--- config.mk ---
export PLATFORM = sky130hd
export DESIGN_NAME = camera_ctrl_flat
export DESIGN_NICKNAME = d
export VERILOG_FILES = /design/src/rtl/camera_ctrl_if.sv /design/src/rtl/camera_ctrl.sv /design/src/flat_wrapper.sv
export SDC_FILE = /design/constraint.sdc
export NUM_CORES = 1
export LEC_CHECK = 0
export ABC_AREA = 1
export ABC_CLOCK_PERIOD_IN_PS = 2500
export CAP_MARGIN = 15
export CORE_MARGIN = 3
export CORE_UTILIZATION = 35
export CTS_BUF_LIST = sky130_fd_sc_hd__clkbuf_2
export DETAILED_ROUTE_END_ITERATION = 12
export DONT_BUFFER_PORTS = 1
export PLACE_DENSITY_LB_ADDON = 0.12
export SETUP_SLACK_MARGIN = 0.05
export SYNTH_ARGS = -nofsm -noshare
export SYNTH_HDL_FRONTEND = slang
export SYNTH_SLANG_ARGS = --single-unit
export TNS_END_PERCENT = 30
--- constraint.sdc ---
create_clock -name CLK -period 2.5 [get_ports CLK]
set_input_delay 0.375 -clock CLK [delete_from_list [all_inputs] [get_ports CLK]]
set_output_delay 0.375 -clock CLK [all_outputs]
set_load 0.02 [all_outputs]
--- src/rtl/camera_ctrl_if.sv ---
// Camera connector pins plus the controller's coordinate/status outputs.
// Signal names follow the sensor-side pin names used by the rest of the system.
interface camera_ctrl_if;
  logic       START_I2C;
  logic       VSYNC;
  logic       HREF;
  logic       PCLK;
  logic [8:0] PIXEL_ROW;
  logic [9:0] PIXEL_COLUMN;
  logic       DEBUG;

  modport master (
    output START_I2C, VSYNC, HREF, PCLK,
    input  PIXEL_ROW, PIXEL_COLUMN, DEBUG
  );

  modport slave (
    input  START_I2C, VSYNC, HREF, PCLK,
    output PIXEL_ROW, PIXEL_COLUMN, DEBUG
  );
endinterface

--- src/rtl/camera_ctrl.sv ---
// Parallel-bus camera capture controller: config settling phase, then
// VSYNC/HREF/PCLK tracking on the system clock to produce pixel coordinates.
module camera_ctrl #(
  parameter int CFG_CYCLES = 200,
  parameter int H_PIXELS   = 640,
  parameter int V_LINES    = 480
) (
  input  logic          CLK,
  input  logic          RST,
  camera_ctrl_if.slave  bus
);
  localparam int CW = $clog2(CFG_CYCLES + 1);

  typedef enum logic [1:0] {IDLE, CONFIG, READY} state_t;

  state_t        state;
  logic [CW-1:0] cfg_cnt;
  logic          debug;

  // Bit order in the sync chain: {vsync, href, pclk}
  logic [2:0] sync1, sync2, prev;
  logic       vs, hr, pclk_rise, href_rise, href_fall;

  logic       phase;
  logic [8:0] row;
  logic [9:0] col;

  assign vs        = sync2[2];
  assign hr        = sync2[1];
  assign href_rise = sync2[1] & ~prev[1];
  assign href_fall = ~sync2[1] & prev[1];
  assign pclk_rise = sync2[0] & ~prev[0];

  always_ff @(posedge CLK) begin
    if (RST) begin
      sync1 <= '0;
      sync2 <= '0;
      prev  <= '0;
    end else begin
      sync1 <= {bus.VSYNC, bus.HREF, bus.PCLK};
      sync2 <= sync1;
      prev  <= sync2;
    end
  end

  always_ff @(posedge CLK) begin
    if (RST) begin
      state   <= IDLE;
      cfg_cnt <= '0;
      debug   <= 1'b0;
    end else begin
      case (state)
        IDLE: begin
          cfg_cnt <= '0;
          debug   <= 1'b0;
          if (bus.START_I2C) state <= CONFIG;
        end
        CONFIG: begin
          if (cfg_cnt == CW'(CFG_CYCLES - 1)) begin
            state <= READY;
            debug <= 1'b1;
          end else begin
            cfg_cnt <= cfg_cnt + 1'b1;
          end
        end
        READY:   debug <= 1'b1;
        default: begin
          state <= IDLE;
          debug <= 1'b0;
        end
      endcase
    end
  end

  // VSYNC outranks every line/pixel event; href_fall swallows a same-cycle pixel.
  always_ff @(posedge CLK) begin
    if (RST || state != READY) begin
      row   <= '0;
      col   <= '0;
      phase <= 1'b0;
    end else if (vs) begin
      row   <= '0;
      col   <= '0;
      phase <= 1'b0;
    end else if (href_rise) begin
      col   <= '0;
      phase <= 1'b0;
    end else if (href_fall) begin
      if (row != 9'(V_LINES - 1)) row <= row + 1'b1;
      phase <= 1'b0;
    end else if (pclk_rise && hr) begin
      phase <= ~phase;
      if (phase && col != 10'(H_PIXELS - 1)) col <= col + 1'b1;
    end
  end

  assign bus.PIXEL_ROW    = row;
  assign bus.PIXEL_COLUMN = col;
  assign bus.DEBUG        = debug;
endmodule

--- src/flat_wrapper.sv ---
// flat-port wrapper written by rule: the top's interface ports become plain ports
module camera_ctrl_flat 
#(
  parameter int CFG_CYCLES = 200,
  parameter int H_PIXELS   = 640,
  parameter int V_LINES    = 480
)
  (CLK, RST, bus_START_I2C, bus_VSYNC, bus_HREF, bus_PCLK, bus_PIXEL_ROW, bus_PIXEL_COLUMN, bus_DEBUG);
  camera_ctrl_if bus_i ();
  input  logic CLK;
  input  logic RST;
  input wire logic [$bits(bus_i.START_I2C)-1:0] bus_START_I2C;
  input wire logic [$bits(bus_i.VSYNC)-1:0] bus_VSYNC;
  input wire logic [$bits(bus_i.HREF)-1:0] bus_HREF;
  input wire logic [$bits(bus_i.PCLK)-1:0] bus_PCLK;
  output wire logic [$bits(bus_i.PIXEL_ROW)-1:0] bus_PIXEL_ROW;
  output wire logic [$bits(bus_i.PIXEL_COLUMN)-1:0] bus_PIXEL_COLUMN;
  output wire logic [$bits(bus_i.DEBUG)-1:0] bus_DEBUG;
  assign bus_i.START_I2C = bus_START_I2C;
  assign bus_i.VSYNC = bus_VSYNC;
  assign bus_i.HREF = bus_HREF;
  assign bus_i.PCLK = bus_PCLK;
  assign bus_PIXEL_ROW = bus_i.PIXEL_ROW;
  assign bus_PIXEL_COLUMN = bus_i.PIXEL_COLUMN;
  assign bus_DEBUG = bus_i.DEBUG;
  camera_ctrl #(.CFG_CYCLES(CFG_CYCLES), .H_PIXELS(H_PIXELS), .V_LINES(V_LINES)) u_core (.CLK(CLK), .RST(RST), .bus(bus_i));
endmodule
**Word-level counts from Yosys, hierarchy flattened**

Cells that the tools add are included.

- Memories: 0
- Word-level logic and storage cells: 50
- Bits in registers: 39
- Output and inout bits: 20
- Latch bits: 0
- Bits in read-only memories: 0
- RAM bits: 0
- Input port bits: 6

- Reduce and logical (&&, ||, !) cells: 12
- Add/subtract/negate cells: 3
- $lt $le $gt $ge: 0
- Shifts and indexed selects: 0
- Bitwise operators: 10
- $mul: 0
- Equal/unequal tests: 9
- Divide/modulo/power cells: 0
- Mux-type cells: 7

Operator list:

| kind | number |
|---|---|
| $pmux W8 S2 | 1 |
| $add A10 B1 Y10 const B | 1 |
| $ne A10 B10 Y1 const B | 1 |
| $add A9 B1 Y9 const B | 1 |
| $ne A9 B9 Y1 const B | 1 |
| $reduce_and A3 Y1 | 3 |
| $add A8 B1 Y8 const B | 1 |
| $eq A8 B8 Y1 const B | 1 |
| $mux W8 | 1 |
| $not A1 Y1 | 7 |
| $ne A2 B2 Y1 const B | 3 |
| $pmux W2 S3 | 1 |
| $mux W2 | 2 |
| $reduce_or A4 Y1 | 1 |
| $and A1 B1 Y1 | 3 |
| $reduce_or A3 Y1 | 1 |
| $eq A2 B1 Y1 const B | 1 |
| $eq A2 B2 Y1 const B | 1 |
| $logic_and A1 B1 Y1 | 2 |
| $logic_not A2 Y1 | 1 |
| $ne A2 B1 Y1 const B | 1 |
| $pmux W1 S2 | 1 |
| $reduce_and A2 Y1 | 1 |
| $reduce_bool A2 Y1 | 1 |
| other kinds (3) | 3 |

**Logic depth before layout (Yosys ltp)**

- Depth in word-level cells: 4
- Gate-level depth with buffers: 9
- Gate-level depth less buffers: 9

**Least setup slack after synthesis**

Ideal clock, no wire load.

- Path type: register to register
- Start point: reg u_core.col[0], in the netlist u_core.bus.PIXEL_COLUMN[0]
- End point: reg u_core.col[0], in the netlist u_core.bus.PIXEL_COLUMN[0]
- Data arrival time: 1356 ps
- Library setup time: 116 ps
- Period minus slack after synthesis: 1473 ps
- Data required time: 2384 ps
- Setup slack: 1027 ps
- Path buffers: 0
- Stages on the path, launching flop included: 8
- Cell sequence: dfxtp_1 -> ha_1 -> nand3_2 -> nor2_4 -> nand2_2 -> nand2_4 -> xor2_1 -> nor2_1

- Word-level cells in the longest chain between the ends: 3
- Elaborated cells on any way between the ends: 4
- Classes of those cells: 1 x add/sub; 1 x eq/ne; 2 x reduce/logical

RTL lines:

| item | RTL line | text |
|---|---|---|
| start: declaration | camera_ctrl.sv:26 | `logic [9:0] col;` |
| start signal: assignment | camera_ctrl.sv:93 | `if (phase && col != 10'(H_PIXELS - 1)) col <= col + 1'b1;` |
| parallel branches: the longest is 3 deep, another holds $add A10 B1 Y10 | n/a |  |

Parallel ways; which one is timed is not known.
A chain may end at the register's enable or synchronous reset.

**Worst setup path in the final report**

- Start point: reg u_core.col[0], in the netlist u_core.bus.PIXEL_COLUMN[0]
- End point: reg u_core.col[5], in the netlist u_core.bus.PIXEL_COLUMN[5]

The elaborated chain is that of the path after synthesis.

==> results.json <==
{
  "status": "finished, final reports clean",
  "synth_area_leaders": "dfxtp_1 (39%), nand2_1 (15%), inv_1 (7.9%), nor2_1 (6.0%), a21oi_1 (5.5%)",
  "placementRows": 26,
  "drt_wl_total_um": 3950,
  "yosys_warnings": 0,
  "multi_input_area_um2": 1030,
  "clock_path_buffers": 2,
  "gp_congestion": 0.762,
  "cts_hold_buf": 1,
  "r2r-start": "u_core.bus.PIXEL_COLUMN[0]$_SDFFE_PP0P_",
  "synth_top_area_share": 0.393,
  "vias_per_cell": 4.55,
  "synth.distinct_cells": 26,
  "start_util": 0.375,
  "ant_nets": 0,
  "grt_pass1_wl_um": 6820,
  "crit_path_start": "u_core.bus.PIXEL_COLUMN[0]$_SDFFE_PP0P_",
  "ir_drop_v": 0.000467,
  "cp.required_ns": 2.83,
  "worstPathArrival_ns": 1.98,
  "vias": 1666,
  "finClkSkew_ns": 0.0137,
  "regArea_um2": 781,
  "postLayoutCoreUtil": 0.412,
  "grt_pass1_vias": 1531,
  "postCtsSetupRepairBufs": 0,
  "overflow": 0,
  "fp.dieArea_um2": 6620,
  "syn-num-nets": 301,
  "critPathMaxFanout": 10,
  "critPathSlowestCell": "dfxtp_1",
  "placed_cell_area_um2": 2070,
  "end_kind": "flop",
  "yosys.area.top_type": "dfxtp_1",
  "fin_crit_ns": 1.65,
  "crit_buf_inv": 1,
  "final_area_um2": 2190,
  "htreeDepth": 2,
  "fillCellCount": 562,
  "seq_area_frac_synth": 0.393,
  "cts_buffers": 5,
  "io_pins": 26,
  "p_leak_nw": 0.920,
  "synthMostInstantiatedCell": "nand2_1",
  "cp_top_family": "flip-flops",
  "setup_viol": 0,
  "cts_resized": 0,
  "synth_edf_count": 0,
  "max_stage_delay_ns": 0.58,
  "hpwl_um": 2860,
  "finalMaxSlewViolations": 0,
  "synth_top_flop_cell": "dfxtp_1",
  "fin_nets": 309,
  "grt_start_max_net_pins": 13,
  "finalCritPeriodShare": 0.659,
  "fmax_ghz": 0.607,
  "wire_per_inst_um": 10.8,
  "antenna_found_initial": 0,
  "rsz0062_at_grt": "false",
  "area_delta_synth_final_pct": 10.0,
  "async_flop_share": 0,
  "chipWidth_um": 81.4,
  "ys_ff_latch": 39,
  "holdCritPathClass": "in2reg",
  "hold_viol": 0,
  "insertion_delay_ns": 0.41,
  "fin_setup_tns_ns": 0,
  "grt_use_total": 0.132,
  "path_class": "reg2reg",
  "synthCells": 287,
  "drive_gt1_frac": 0.0845,
  "critPathLaunchType": "flop",
  "clk_pin_slew_ns": 0.22,
  "die_h_um": 81.4,
  "io_buffers": 0,
  "p_per_area_nw_per_um2": 652,
  "clockRootBuffer": "clkbuf_2",
  "maxCapViolations": 0,
  "drc_errors": 0,
  "tightest_slew_ns": 0.401,
  "post_synth_instance_area_um2": 1990,
  "path_cells": "ha_1 > nand3_2 > nor2_4 > nand2_2 > nand2_4 > inv_2 > nand2_1 > a21oi_1",
  "maxSlewHeadroom": 0.732,
  "yosys-top-cells-count": "nand2_1 (79), inv_1 (42), dfxtp_1 (39)",
  "core_um2": 5300,
  "firstDrtPassIters": 4,
  "diodes": 0,
  "min_from": "bus_PCLK",
  "drt_iter0_drc": 63,
  "synth_area_per_cell_um2": 6.93,
  "cts.sinks": 39,
  "cts_tree": "built"
}
-- where the power goes --
group,switching (mW),internal [mW]
logic,0.165,0.0765
registers,0.0338,0.655
clock network,0.222,0.274
total,0.421,1.01
-- per-layer routing --
layer	global-route usage	share of wire	up-vias
li1	-	-	913
met5	0	0	-
met1	0.165	0.49	720
met3	0.0377	0.045	7
met4	0.0676	0.018	0
met2	0.206	0.44	26
-- metrics by stage --
step	cells	worst slack (ns)	hold WS, ns	total power [mW]
2_1_floorplan	287	1.03	0.388	0.891
3_3_place_gp	355	0.890	0.393	0.942
3_5_place_dp	355	0.862	0.393	0.940
4_1_cts	364	0.827	0.0183	1.45
5_1_grt	366	0.709	0.00569	1.51
6_report	366	0.852	0.0563	1.43
-- worst paths after layout --
check	end	cells past startpoint	slack, ns
min reg2reg	u_core.sync2[2]$_SDFF_PP0_	2	0.42
max	u_core.bus.PIXEL_COLUMN[5]$_SDFFE_PP0P_	8	0.85
max reg2reg	u_core.bus.PIXEL_COLUMN[5]$_SDFFE_PP0P_	8	0.85
min	u_core.sync1[0]$_SDFF_PP0_	2	0.06
-- state kept, by name, summed over array words and instances (netlist names) --
name,cells
u_core.bus.DEBUG,1
u_core.bus.PIXEL_COLUMN,10
u_core.bus.PIXEL_ROW,9
u_core.cfg_cnt,8
u_core.phase,1
u_core.prev,2
u_core.state,2
u_core.sync1,3
u_core.sync2,3
-- layout by cell type, fill, tap and decap left out --
cell type,count
inv_2,4
nand2_1,79
a21oi_1,22
a21oi_4,1
nand2_2,2
a21boi_0,1
dlygate4sd3_1,3
nand3b_1,1
clkbuf_2,6
nand3b_2,1
nand2_4,1
o21ai_0,7
nand3_1,17
nor2_4,1
o21bai_1,1
nor2_1,32
inv_1,42
ha_1,8
nor2_2,4
nand3_2,3
nand4_1,4
o211ai_1,2
dfxtp_1,39
xnor2_1,1
nor3_1,4
bufinv_16,2
xor2_1,8
-- cells by family after synthesis --
family	Yosys count	share of synthesized area
compound gates	34	0.0963
xor+xnor	9	0.0396
simple gates	149	0.330
flops	39	0.393
fa+ha+maj	8	0.0503
buf+inv	48	0.0912
-- cell type report --
type / instances / area share
clock buffers: 6 / 0.0137
clock inverters: 2 / 0.0275
inverters: 46 / 0.0789
multi-input cells: 200 / 0.469
flip-flops and latches: 39 / 0.357
well taps: 70 / 0.0400
repair buffers: 3 / 0.0137
(Power assumes the default switching activity.)
